**config.mk**
```make
export PLATFORM = sky130hd
export DESIGN_NAME = addr_gen
export DESIGN_NICKNAME = d
export VERILOG_FILES = /design/src/rtl/addr_gen_pkg.sv /design/src/rtl/addr_gen_pc_reg.sv /design/src/rtl/addr_gen.sv
export SDC_FILE = /design/constraint.sdc
export NUM_CORES = 1
export LEC_CHECK = 0
export BUFFER_PORTS_ARGS = -buffer_cell sky130_fd_sc_hd__buf_2
export CORE_MARGIN = 2
export CORE_UTILIZATION = 50
export CTS_CLUSTER_DIAMETER = 50
export DETAILED_ROUTE_END_ITERATION = 12
export PLACE_DENSITY = 0.7
export SETUP_SLACK_MARGIN = 0.2
export SLEW_MARGIN = 10
export SYNTH_ARGS = -nofsm -noshare
export SYNTH_HDL_FRONTEND = slang
export SYNTH_SLANG_ARGS = --single-unit
```
**constraint.sdc**
```tcl
create_clock -name clk -period 2.85 [get_ports clk]
set_input_delay 0.1425 -clock clk [delete_from_list [all_inputs] [get_ports clk]]
set_output_delay 0.1425 -clock clk [all_outputs]
set_load 0.1 [all_outputs]
```
**src/rtl/addr_gen_pkg.sv**
```systemverilog
// Shared types for the address generator: address modes, FSM states, defaults.
package addr_gen_pkg;

  localparam int unsigned ADDR_W_DEFAULT = 16;

  // Encoding shared with the address-mode controller.
  typedef enum logic [1:0] {
    MODE_NORMAL   = 2'd0,
    MODE_ALU_IR   = 2'd1,
    MODE_MEM      = 2'd2,
    MODE_ALU_DATA = 2'd3
  } addr_mode_e;

  typedef enum logic [1:0] {
    ST_BOOT = 2'd0,
    ST_RUN  = 2'd1,
    ST_WAIT = 2'd2
  } state_e;

  // Instruction fetch beats are NORMAL and branch redirects.
  function automatic logic is_fetch(addr_mode_e m);
    return (m == MODE_NORMAL) || (m == MODE_ALU_IR);
  endfunction

endpackage

```
**src/rtl/addr_gen_pc_reg.sv**
```systemverilog
// Program counter register: holds, or advances to base+2 when told to.
module addr_gen_pc_reg #(
  parameter int unsigned          ADDR_W   = 16,
  parameter logic [ADDR_W-1:0]    RESET_PC = '0
) (
  input  logic              clk,
  input  logic              rst,
  input  logic              i_adv,
  input  logic [ADDR_W-1:0] i_base,
  output logic [ADDR_W-1:0] o_pc
);

  localparam logic [ADDR_W-1:0] PC_RST  = {RESET_PC[ADDR_W-1:1], 1'b0};
  localparam logic [ADDR_W-1:0] PC_STEP = ADDR_W'(2);

  logic [ADDR_W-1:0] pc_q;
  logic [ADDR_W-1:0] pc_d;

  // Next PC: the address just fetched plus one instruction, wrapping mod 2^ADDR_W.
  always_comb begin
    pc_d = pc_q;
    if (i_adv) begin
      pc_d = i_base + PC_STEP;
    end
  end

  // PC state register.
  always_ff @(posedge clk or posedge rst) begin
    if (rst) begin
      pc_q <= PC_RST;
    end else begin
      pc_q <= pc_d;
    end
  end

  assign o_pc = pc_q;

endmodule

```
**src/rtl/addr_gen.sv**
```systemverilog
// Memory address generator: drives the unified memory bus, owns the PC and
// holds a stalled request stable until memory is ready.
module addr_gen
  import addr_gen_pkg::*;
#(
  parameter int unsigned       ADDR_W   = ADDR_W_DEFAULT,
  parameter logic [ADDR_W-1:0] RESET_PC = '0
) (
  input  logic              clk,
  input  logic              rst,
  input  logic [1:0]        i_addr_mode,
  input  logic [ADDR_W-1:0] i_alu_result,
  input  logic              i_store,
  input  logic              i_mem_ready,
  output logic [ADDR_W-1:0] o_mem_addr,
  output logic              o_mem_req,
  output logic              o_mem_we,
  output logic [ADDR_W-1:0] o_pc,
  output logic              o_fetch_valid,
  output logic              o_stall
);

  state_e            state_q, state_d;
  addr_mode_e        req_mode_q, req_mode_d;
  logic [ADDR_W-1:0] req_addr_q, req_addr_d;
  logic              req_we_q, req_we_d;
  logic [ADDR_W-1:0] data_addr_q, data_addr_d;

  addr_mode_e        cur_mode;
  logic [ADDR_W-1:0] cur_addr;
  logic              cur_we;
  logic              mem_req;
  logic              accept;
  logic              pc_adv;
  logic [ADDR_W-1:0] pc;

  // Fetch beats advance the PC from the address actually issued: for NORMAL
  // that is the PC itself, for ALU_IR the aligned branch target, so one adder
  // covers both and also serves the latched request on WAIT completion.
  addr_gen_pc_reg #(
    .ADDR_W  (ADDR_W),
    .RESET_PC(RESET_PC)
  ) u_pc_reg (
    .clk   (clk),
    .rst   (rst),
    .i_adv (pc_adv),
    .i_base(cur_addr),
    .o_pc  (pc)
  );

  // FSM next state, bus selection and request capture.
  always_comb begin
    state_d     = state_q;
    req_mode_d  = req_mode_q;
    req_addr_d  = req_addr_q;
    req_we_d    = req_we_q;
    data_addr_d = data_addr_q;
    cur_mode    = MODE_NORMAL;
    cur_addr    = '0;
    cur_we      = 1'b0;
    mem_req     = 1'b0;

    case (state_q)
      ST_BOOT: begin
        state_d = ST_RUN;
      end
      ST_RUN: begin
        mem_req  = 1'b1;
        cur_mode = addr_mode_e'(i_addr_mode);
        case (cur_mode)
          MODE_NORMAL:   cur_addr = pc;
          MODE_ALU_IR:   cur_addr = {i_alu_result[ADDR_W-1:1], 1'b0};
          MODE_MEM:      cur_addr = data_addr_q;
          MODE_ALU_DATA: begin
            cur_addr = i_alu_result;
            cur_we   = i_store;
          end
        endcase
        if (cur_mode == MODE_ALU_DATA) begin
          data_addr_d = i_alu_result;
        end
        if (!i_mem_ready) begin
          state_d    = ST_WAIT;
          req_mode_d = cur_mode;
          req_addr_d = cur_addr;
          req_we_d   = cur_we;
        end
      end
      ST_WAIT: begin
        mem_req  = 1'b1;
        cur_mode = req_mode_q;
        cur_addr = req_addr_q;
        cur_we   = req_we_q;
        if (i_mem_ready) begin
          state_d = ST_RUN;
        end
      end
      default: begin
        state_d = ST_BOOT;
      end
    endcase
  end

  assign accept = mem_req & i_mem_ready;
  assign pc_adv = accept & is_fetch(cur_mode);

  // FSM and request-holding registers.
  always_ff @(posedge clk or posedge rst) begin
    if (rst) begin
      state_q     <= ST_BOOT;
      req_mode_q  <= MODE_NORMAL;
      req_addr_q  <= '0;
      req_we_q    <= 1'b0;
      data_addr_q <= '0;
    end else begin
      state_q     <= state_d;
      req_mode_q  <= req_mode_d;
      req_addr_q  <= req_addr_d;
      req_we_q    <= req_we_d;
      data_addr_q <= data_addr_d;
    end
  end

  assign o_mem_req     = mem_req;
  assign o_mem_addr    = cur_addr;
  assign o_mem_we      = cur_we;
  assign o_pc          = pc;
  assign o_fetch_valid = pc_adv;
  assign o_stall       = mem_req & ~i_mem_ready;

endmodule

```
==> reports/results.env, run 1 <==
GRT_MAX_DEGREE=37
OVERFLOW=0
WORST_SLEW_MARGIN_REL_PCT=50.18
GRT.MET3_USAGE_PCT=3.441
PIN_COUNT=58
GRT_BUSIEST_LAYER='met2'
AREAGROWTHSYNTHTOFINISH_PCT=19.47
ROUTEDWLPERCELL_UM=17.92
FMAX_MHz=381.1
ASYNC_RESET_FF_SHARE_PCT=100.0
ROW_COUNT=29
LAYOUT-DRIVE-GT1-SHARE_PCT=38.31
POSTROUTEWIRELENGTH_UM=8585
GLOBALPLACE.CONGESTION=0.9380
GRT_FIRST_PASS_WIRELENGTH_UM=14370
UTILIZATION_PCT=61.65
SYNTH_CELLS=339
TIMING_HOLD_VIOLATIONS_FINAL=0
SYNTH_FLOP_CELL='dfrtp_1'
ANT_CELLS=0
SYNTH.NET_COUNT=366
DETAIL_ROUTE.FIRST_PASS.ITERATIONS=4
ROUTE.DETAILED.VIAS_PER_INST=5.881
OUTCOME='complete, no violations'
MIN_PERIOD_OVER_PERIOD_PCT=92.08
SYNTH_AREA_UM2=3258
SYNTH-SEQ-AREA-SHARE_PCT=39.94
UNREPAIRED_SETUP_ENDPOINTS_AFTER_GLOBAL_ROUTING='yes'
MOSTFREQUENTLAYOUTCELL='buf_2'
SETUP-TNS-FINAL_PS=0
NUMBER_OF_FLIP_FLOPS_AND_LATCHES_IN_THE_SYNTHESIZED_NETLIST=52
INITIALDRTVIOLATIONCOUNT=207
SETUP_VIOL=0
DETAILEDPLACEMENTHPWL_UM=6434
COREAREA_UM2=6314
CLKSINKCOUNT=52
SLEW_VIOLATIONS=0
CAP_VIOL_MAX_COUNT=0
DRTANTENNAVIOLNETS=0
FIN_NETS=428
SETUP.WORST_PATH.START_CLASS='flop'
DIE_AREA_UM2=7178
CTS.PATH.MAX_BUFFERS=2
WORST_SLEW_PIN_SLEW_PS=746.2
TRITONCTS='yes'
CLK_TRANSITION_REPORTED_PATHS_PS=100
FINAL_CELL_MIX='56 x buf_2, 48 x dfrtp_1, 46 x nand2_1, 31 x mux2_2, 29 x o21ai_0'
TIMING.CLOCK.SKEW_PS=5.451
DIEHEIGHT_UM=84.73
ANTENNA_FOUND_INITIAL=0
FILL_CELLS=554
SYNTH-EDFF-COUNT=0
CTS-HTREE-LEVELS=2
PORT_BUFFERS=57
INSERTION_DELAY_PS=310
FINAL_PERIOD_MINUS_WORST_SETUP_SLACK_PS=2624
GRT_PASS1_VIAS=2702
CRITPATHARRIVALTIME_PS=2820
TRACK_USAGE_PCT=25.19
POSTSYNTHAREAPERCELL_UM2=9.611
MIN_PATH_TYPE='input pin to flop'
CRITICAL_PATH.ENDPOINT_TYPE='flop'
TIMING.SETUP.CRITICAL_PATH_CLASS='flop to flop'
DIEWIDTH_UM=84.73
SYNTH_CELL_TYPE_COUNT=61
CTS_ROOT_CELL='clkbuf_8'
POST-ROUTE-DRC-COUNT=0
SYNTHESIS.YOSYS.WARNINGS=0
NUMCTSBUFFERS=5
ROUTE.VIAS.TOTAL=2817
MET2_TRACK_DEMAND_OVER_RESOURCE_IN_GLOBAL_ROUTING_PCT=41.80
MET1_USAGE_PCT=35.11
STARTING_UTILIZATION_OF_THE_CORE_AREA_PCT=51.61
CRITICAL_PATH_PEAK_FANOUT=4
CRITPATHREQUIREDTIME_PS=3050
==> worst max-delay path, stage by stage, from the launching register on <==
cell and delay, ps:
dfrtp_1 430, inv_2 120, ha_4 230, and3_2 250
a221o_4 450, ha_2 200, nand4_1 180, nor3_2 100
and4bb_1 200, or3_1 340
==> final cells by class <==
type | count | area [um^2] | share of cell area, %
clock buffers | 6 | 72.57 | 1.864
clock inverters | 2 | 35.03 | 0.9000
multi-input cells | 254 | 1893 | 48.63
flip-flops and latches | 52 | 1306 | 33.56
well taps | 77 | 96.34 | 2.475
inverters | 10 | 37.54 | 0.9643
repair buffers | 78 | 451.7 | 11.60
==> layer usage <==
layer | share of wire [%] | vias to the layer above
li1 | - | 1348
met5 | 0 | -
met4 | 1.2 | 0
met2 | 49 | 84
met1 | 44 | 1373
met3 | 5.9 | 12
==> repair_timing <==
item | CTS | global route
pin swaps | 0 | 2
endpoints found under the hold margin | 35 | 0
gates resized for setup | 3 | 4
hold buffers | 1 | 0
setup endpoints to repair | 1 | 4
buffers inserted | 0 | 5
==> kinds of logic after synthesis <==
group                      Yosys count  share of synthesized area [%]
and+or+nand+nor                    113                          18.09
AOI/OAI and AO/OA                   88                          18.97
DFF                                 52                          39.94
muxes                               43                          14.71
buffers and inverters               33                          5.031
xor gates and xnor gates             5                          1.344
adders and majority gates            5                          1.920
==> worst paths after layout <==
kind / start / to / slack [ps] / cells after the start
worst max register to register: state_q[1] / u_pc_reg.o_pc[15] / 230 / 9
worst min register to register: req_we_q / req_we_q / 490 / 2
min in group asynchronous: rst / u_pc_reg.o_pc[10] / 500 / 3
max in group asynchronous: rst / data_addr_q[15] / 1630 / 4
worst max-delay path: state_q[1] / u_pc_reg.o_pc[15] / 230 / 9
worst min-delay path: i_alu_result[0] / data_addr_q[0] / 70 / 2
==> cells in the mapped netlist (3+ instances only) <==
| cell | number | area share (%) |
|---|---|---|
| a21boi_0 | 3 | 0.69 |
| a21o_1 | 3 | 0.69 |
| a21oi_1 | 10 | 1.5 |
| a22o_1 | 3 | 0.81 |
| a22oi_1 | 3 | 0.69 |
| a32oi_1 | 3 | 0.81 |
| and2_1 | 7 | 1.3 |
| and3_1 | 6 | 1.2 |
| buf_1 | 3 | 0.35 |
| buf_2 | 6 | 0.92 |
| clkbuf_1 | 10 | 1.2 |
| dfrtp_1 | 52 | 40 |
| ha_1 | 5 | 1.9 |
| inv_1 | 8 | 0.92 |
| mux2_2 | 31 | 11 |
| mux2i_1 | 10 | 3.1 |
| nand2_1 | 47 | 5.4 |
| nand2b_1 | 7 | 1.3 |
| nand3_1 | 9 | 1.4 |
| nand3b_1 | 4 | 0.92 |
| nand4_1 | 5 | 0.96 |
| nor2_1 | 10 | 1.2 |
| nor2b_1 | 5 | 0.96 |
| nor3_1 | 3 | 0.46 |
| o211ai_1 | 6 | 1.4 |
| o21ai_0 | 31 | 4.8 |
| or3_1 | 3 | 0.58 |
| xnor2_1 | 4 | 1.1 |
==> metrics by stage <==
| stage | instance area, um^2 | hold WS (ps) | setup slack [ps] | instances |
|---|---|---|---|---|
| after floorplan | 3358 | 251.1 | -20.95 | 339 |
| after global placement | 3715 | 315.4 | 289.7 | 465 |
| after detailed placement | 3715 | 324.1 | 146.9 | 465 |
| after CTS | 3841 | 72.86 | 225.0 | 474 |
| after global routing | 3892 | 76.79 | 145.0 | 479 |
| final | 3892 | 73.40 | 225.8 | 479 |
==> flip-flops by register name, summed over array words and instances (netlist names) <==
register       flops
data_addr_q       16
req_addr_q        16
req_mode_q         1
req_we_q           1
state_q            2
u_pc_reg.o_pc     16
Power of run 1 is not shown: default switching activity piles up to over one toggle a cycle in this logic, so the estimate is an artifact.
==> run 2, diff against run 1 <==
CORE_ASPECT_RATIO = 1.75   (was default)
==> run 2 against run 1 <==
Effect of this change:
- sequential share of layout area fell by 0.14 points
- sequential cell count did not move
- cell area rose by 0.51%
- first-iteration DRC count fell by 15%
- highest routed layer unchanged
==> reports/results.env, run 2 (synthesis gave the netlist of run 1 again) <==
INSERTION_DELAY_PS=320  # was 310 ps
ANT_CELLS=0  # unchanged
DETAILEDPLACEMENTHPWL_UM=6541  # was 6434 um
UNREPAIRED_SETUP_ENDPOINTS_AFTER_GLOBAL_ROUTING='no'  # was yes
CLKSINKCOUNT=52  # unchanged
COREAREA_UM2=6276  # was 6314 um^2
CTS-HTREE-LEVELS=2  # unchanged
DIE_AREA_UM2=7203  # was 7178 um^2
GLOBALPLACE.CONGESTION=0.8611  # was 0.9380
MIN_PATH_TYPE='input pin to flop'  # unchanged
FINAL_PERIOD_MINUS_WORST_SETUP_SLACK_PS=2570  # was 2624 ps
MIN_PERIOD_OVER_PERIOD_PCT=90.18  # was 92.08%
FILL_CELLS=586  # was 554
POSTROUTEWIRELENGTH_UM=8712  # was 8585 um
ROW_COUNT=38  # was 29
FINAL_CELL_MIX='57 x buf_2, 47 x dfrtp_1, 46 x nand2_1, 31 x mux2_2, 29 x o21ai_0'  # was 56 x buf_2, 48 x dfrtp_1, 46 x nand2_1, 31 x mux2_2, 29 x o21ai_0
SETUP_VIOL=0  # unchanged
CRITICAL_PATH_PEAK_FANOUT=7  # was 4
GRT_FIRST_PASS_WIRELENGTH_UM=13680  # was 14370 um
ROUTEDWLPERCELL_UM=18.11  # was 17.92 um
FMAX_MHz=389.1  # was 381.1 MHz
TIMING_HOLD_VIOLATIONS_FINAL=0  # unchanged
CLK_TRANSITION_REPORTED_PATHS_PS=100  # about the same
TRACK_USAGE_PCT=24.78  # was 25.19%
ROUTE.DETAILED.VIAS_PER_INST=5.823  # was 5.881
WORST_SLEW_PIN_SLEW_PS=793.0  # was 746.2 ps
CAP_VIOL_MAX_COUNT=0  # unchanged
FIN_NETS=427  # was 428
OVERFLOW=0  # unchanged
GRT_MAX_DEGREE=28  # was 37
WORST_SLEW_MARGIN_REL_PCT=47.13  # was 50.18%
ANTENNA_FOUND_INITIAL=0  # unchanged
CRITICAL_PATH.ENDPOINT_TYPE='flop'  # unchanged
TIMING.CLOCK.SKEW_PS=14.98  # was 5.451 ps
CRITPATHARRIVALTIME_PS=2780  # was 2820 ps
STARTING_UTILIZATION_OF_THE_CORE_AREA_PCT=51.91  # was 51.61%
GRT_PASS1_VIAS=2853  # was 2702
TRITONCTS='yes'  # unchanged
PORT_BUFFERS=57  # unchanged
DETAIL_ROUTE.FIRST_PASS.ITERATIONS=4  # unchanged
NUMCTSBUFFERS=5  # unchanged
DRTANTENNAVIOLNETS=0  # unchanged
CTS.PATH.MAX_BUFFERS=2  # unchanged
SETUP.WORST_PATH.START_CLASS='flop'  # unchanged
ROUTE.VIAS.TOTAL=2801  # was 2817
INITIALDRTVIOLATIONCOUNT=175  # was 207
LAYOUT-DRIVE-GT1-SHARE_PCT=38.40  # was 38.31%
OUTCOME='complete, no violations'  # unchanged
CTS_ROOT_CELL='clkbuf_8'  # unchanged
MOSTFREQUENTLAYOUTCELL='buf_2'  # unchanged
SLEW_VIOLATIONS=0  # unchanged
DIEHEIGHT_UM=110.8  # was 84.73 um
CRITPATHREQUIREDTIME_PS=3060  # was 3050 ps
DIEWIDTH_UM=65.02  # was 84.73 um
PIN_COUNT=58  # unchanged
POST-ROUTE-DRC-COUNT=0  # unchanged
SETUP-TNS-FINAL_PS=0  # unchanged
AREAGROWTHSYNTHTOFINISH_PCT=20.08  # was 19.47%
TIMING.SETUP.CRITICAL_PATH_CLASS='flop to flop'  # unchanged
UTILIZATION_PCT=62.34  # was 61.65%
==> run 2: cell count changes in the layout (fill, tap and decap cells not counted), sizes merged <==
| cell | change |
|---|---|
| clkinv | -1 |
| clkbuf | +1 |
| bufinv | -1 |
==> run 2: timing repair <==
item,in CTS,in global routing
gates resized for setup,0,13
hold endpoints to repair,25,0
setup endpoints to repair,0,8
buffers inserted,0,3
hold buffers,1,0
==> run 2: final timing paths <==
path                                 startpoint           endpoint  slack (ps)  cells after the start
min in group asynchronous                   rst    data_addr_q[10]         420                      3
worst min-delay path            i_alu_result[0]     data_addr_q[0]          50                      2
worst min register to register    req_addr_q[2]      req_addr_q[2]         480                      2
worst max-delay path                 state_q[0]  u_pc_reg.o_pc[15]         280                     10
max in group asynchronous                   rst   u_pc_reg.o_pc[3]        1620                      4
worst max register to register       state_q[0]  u_pc_reg.o_pc[15]         280                     10
==> run 2: layer usage <==
metal / GRT usage [%] / up-vias / part of all wire (%)
met5: 0 / - / 0
met4: 12.22 / 0 / 3.3
met3: 4.569 / 21 / 5.6
met2: 42.20 / 90 / 51
met1: 29.23 / 1338 / 40
li1: - / 1352 / -
==> run 2: area by class of cell <==
| class | count | area (um^2) | share of cell area, % |
|---|---|---|---|
| Multi-Input combinational cell | 254 | 1917 | 48.99 |
| Clock buffer | 8 | 100.1 | 2.558 |
| Inverter | 10 | 42.54 | 1.087 |
| Tap cell | 80 | 100.1 | 2.558 |
| Timing Repair Buffer | 77 | 445.4 | 11.38 |
| Sequential cell | 52 | 1308 | 33.42 |
==> run 2: worst max-delay path, cell delays in order (launching register included) <==
cell,delay [ps]
dfrtp_2,470
inv_4,100
ha_4,210
and3b_2,240
a221o_4,390
ha_4,170
nand4_1,150
buf_4,150
nor3_2,50
and4bb_1,200
or3_1,340
==> run 2: through the flow <==
step / setup slack, ps / cell area, um^2 / cells / hold slack, ps
after detailed placement: 209.5 / 3726 / 469 / 239.4
after global routing: 186.4 / 3913 / 481 / 61.81
final: 279.9 / 3913 / 481 / 53.76
after floorplan: -20.95 / 3358 / 339 / 251.1
after CTS: 208.5 / 3836 / 478 / 53.00
after global placement: 312.0 / 3726 / 469 / 237.9
Power of run 2 is left out for the same reason.
==> run 3, diff against run 2 <==
RECOVER_POWER = 25   (was default)
==> run 3 against run 2 <==
Effect of this change:
- worst setup slack worse by 0.75 ps
- non-clock buffer count stayed put
- register-to-register slack hardly changed
- sequential share of layout area is 0.11 points higher
- highest routed layer unchanged
==> reports/results.env, run 3 (synthesis gave the netlist of run 1 again) <==
POSTROUTEWIRELENGTH_UM=8709  # was 8712 um
SETUP_VIOL=0  # unchanged
CRITICAL_PATH_PEAK_FANOUT=7  # unchanged
INITIALDRTVIOLATIONCOUNT=182  # was 175
DIEWIDTH_UM=65.02  # unchanged
ROW_COUNT=38  # unchanged
CLKSINKCOUNT=52  # unchanged
GRT_FIRST_PASS_WIRELENGTH_UM=13680  # unchanged
ROUTE.DETAILED.VIAS_PER_INST=5.844  # was 5.823
WORST_PATH_MOST_REPEATED_CELL='ha_4'  # unchanged
ANTENNA_FOUND_INITIAL=0  # unchanged
DETAIL_ROUTE.FIRST_PASS.ITERATIONS=5  # was 4
WORST_SLEW_MARGIN_REL_PCT=22.78  # was 47.13%
TOTAL_AREA_OF_MULTI_INPUT_COMBINATIONAL_CELLS_UM2=1917  # unchanged
ROUTE.VIAS.TOTAL=2811  # was 2801
FIN_NETS=427  # unchanged
OUTCOME='complete, no violations'  # unchanged
STARTING_UTILIZATION_OF_THE_CORE_AREA_PCT=51.91  # unchanged
CP_SLOWEST_STAGE_DELAY_PS=470  # about the same
TIMING.CRITICAL_PATH.CELLS='inv_4, ha_4, and3b_2, a221o_4, ha_4, nand4_1, buf_4, nor3_2, and4bb_1, or3_1'  # unchanged
POST-ROUTE-DRC-COUNT=0  # unchanged
MINIMUM_HOLD_SLACK_PS=54.20  # was 53.76 ps
OVERFLOW=0  # unchanged
COREAREA_UM2=6276  # unchanged
NUMCTSBUFFERS=5  # unchanged
FMAX_MHz=389.0  # was 389.1 MHz
PLACED_CELLS_INCL_TAPS=469  # unchanged
UNREPAIRED_SETUP_ENDPOINTS_AFTER_GLOBAL_ROUTING='no'  # unchanged
CTS.PATH.MAX_BUFFERS=2  # unchanged
SEQCELLAREA_UM2=1308  # unchanged
FINAL_PERIOD_MINUS_WORST_SETUP_SLACK_PS=2571  # was 2570 ps
ROUTEDWLPERCELL_UM=18.11  # about the same
CTS-HTREE-LEVELS=2  # unchanged
CLK_TRANSITION_REPORTED_PATHS_PS=100  # about the same
TIMING_HOLD_VIOLATIONS_FINAL=0  # unchanged
LAYOUT-DRIVE-GT1-SHARE_PCT=35.66  # was 38.40%
DRTANTENNAVIOLNETS=0  # unchanged
FILL_CELLS=590  # was 586
SETUP.WORST_PATH.START_CLASS='flop'  # unchanged
GLOBALPLACE.CONGESTION=0.8611  # unchanged
DIE_AREA_UM2=7203  # unchanged
CRIT_SLOWEST_CELL='dfrtp_2'  # unchanged
WORST_SLEW_PIN_SLEW_PS=1163  # was 793.0 ps
CRITPATHREQUIREDTIME_PS=3060  # about the same
CTS_ROOT_CELL='clkbuf_8'  # unchanged
CAP_VIOL_MAX_COUNT=0  # unchanged
MIN_PATH_TYPE='input pin to flop'  # unchanged
TRACK_USAGE_PCT=24.78  # unchanged
TRITONCTS='yes'  # unchanged
CRITICAL_PATH.ENDPOINT_TYPE='flop'  # unchanged
CRITPATHARRIVALTIME_PS=2780  # about the same
ANT_CELLS=0  # unchanged
SETUP-TNS-FINAL_PS=0  # unchanged
UTILIZATION_PCT=62.14  # was 62.34%
INSERTION_DELAY_PS=320  # about the same
GRT_PASS1_VIAS=2853  # unchanged
DIEHEIGHT_UM=110.8  # unchanged
FINISH.CELL_COUNT_WITHOUT_FILLERS=481  # unchanged
GRT_MAX_DEGREE=28  # unchanged
SLEW_VIOLATIONS=0  # unchanged
WORSTREGTOREGCELLS=10  # unchanged
TIMING.HOLD.WORST_PATH_DEPTH=2  # unchanged
TIMING.SETUP.CRITICAL_PATH_CLASS='flop to flop'  # unchanged
FINAL_CELL_MIX='47 x dfrtp_1, 47 x buf_2, 46 x nand2_1, 31 x mux2_2, 29 x o21ai_0'  # was 57 x buf_2, 47 x dfrtp_1, 46 x nand2_1, 31 x mux2_2, 29 x o21ai_0
MIN_PERIOD_OVER_PERIOD_PCT=90.20  # was 90.18%
PORT_BUFFERS=57  # unchanged
TIMING.CLOCK.SKEW_PS=14.83  # was 14.98 ps
AREAGROWTHSYNTHTOFINISH_PCT=19.70  # was 20.08%
PIN_COUNT=58  # unchanged
DETAILEDPLACEMENTHPWL_UM=6541  # unchanged
==> run 3: routing by layer <==
metal | GRT usage, % | vias to the layer above | share of wire [%]
li1 | - | 1352 | -
met1 | 29.23 | 1348 | 40
met2 | 42.20 | 90 | 51
met3 | 4.569 | 21 | 5.5
met4 | 12.22 | 0 | 3.3
met5 | 0 | - | 0
==> run 3: final timing paths <==
kind | start | end | slack [ps]
worst max-delay path | state_q[0] | u_pc_reg.o_pc[15] | 280
worst min-delay path | i_alu_result[0] | data_addr_q[0] | 50
worst max register to register | state_q[0] | u_pc_reg.o_pc[15] | 280
worst min register to register | req_addr_q[2] | req_addr_q[2] | 480
max in group asynchronous | rst | u_pc_reg.o_pc[3] | 1260
min in group asynchronous | rst | data_addr_q[10] | 610
==> run 3: cell type report <==
type                    instances  area share [%]
multi-input cells             254           49.15
inverters                      10           1.091
well taps                      80           2.567
clock buffers                   8           2.567
repair buffers                 77           11.10
flip-flops and latches         52           33.53
==> run 3: worst max-delay path, delay by kind of cell, from the launching register on <==
kind                     cells  cell delay (ps)
flip-flops                   1              470
buffers and inverters        2              250
adder cells (fa/ha/maj)      2              390
AO/OA/AOI/OAI                1              390
AND/OR/NAND/NOR              5              980
==> run 3: what timing repair did <==
action | CTS | global route
buffers inserted | 0 | 3
hold buffers | 1 | 0
endpoints found under the hold margin | 25 | 0
endpoints found under the setup margin | 0 | 8
gates resized for setup | 0 | 13
==> run 3: stage by stage <==
step                cell area (um^2)  setup slack, ps
floorplan                       3358           -20.95
global placement                3726            312.0
detailed placement              3726            209.5
CTS                             3836            208.5
global route                    3900            186.4
finish                          3900            279.2
Power of run 3 is left out for the same reason.
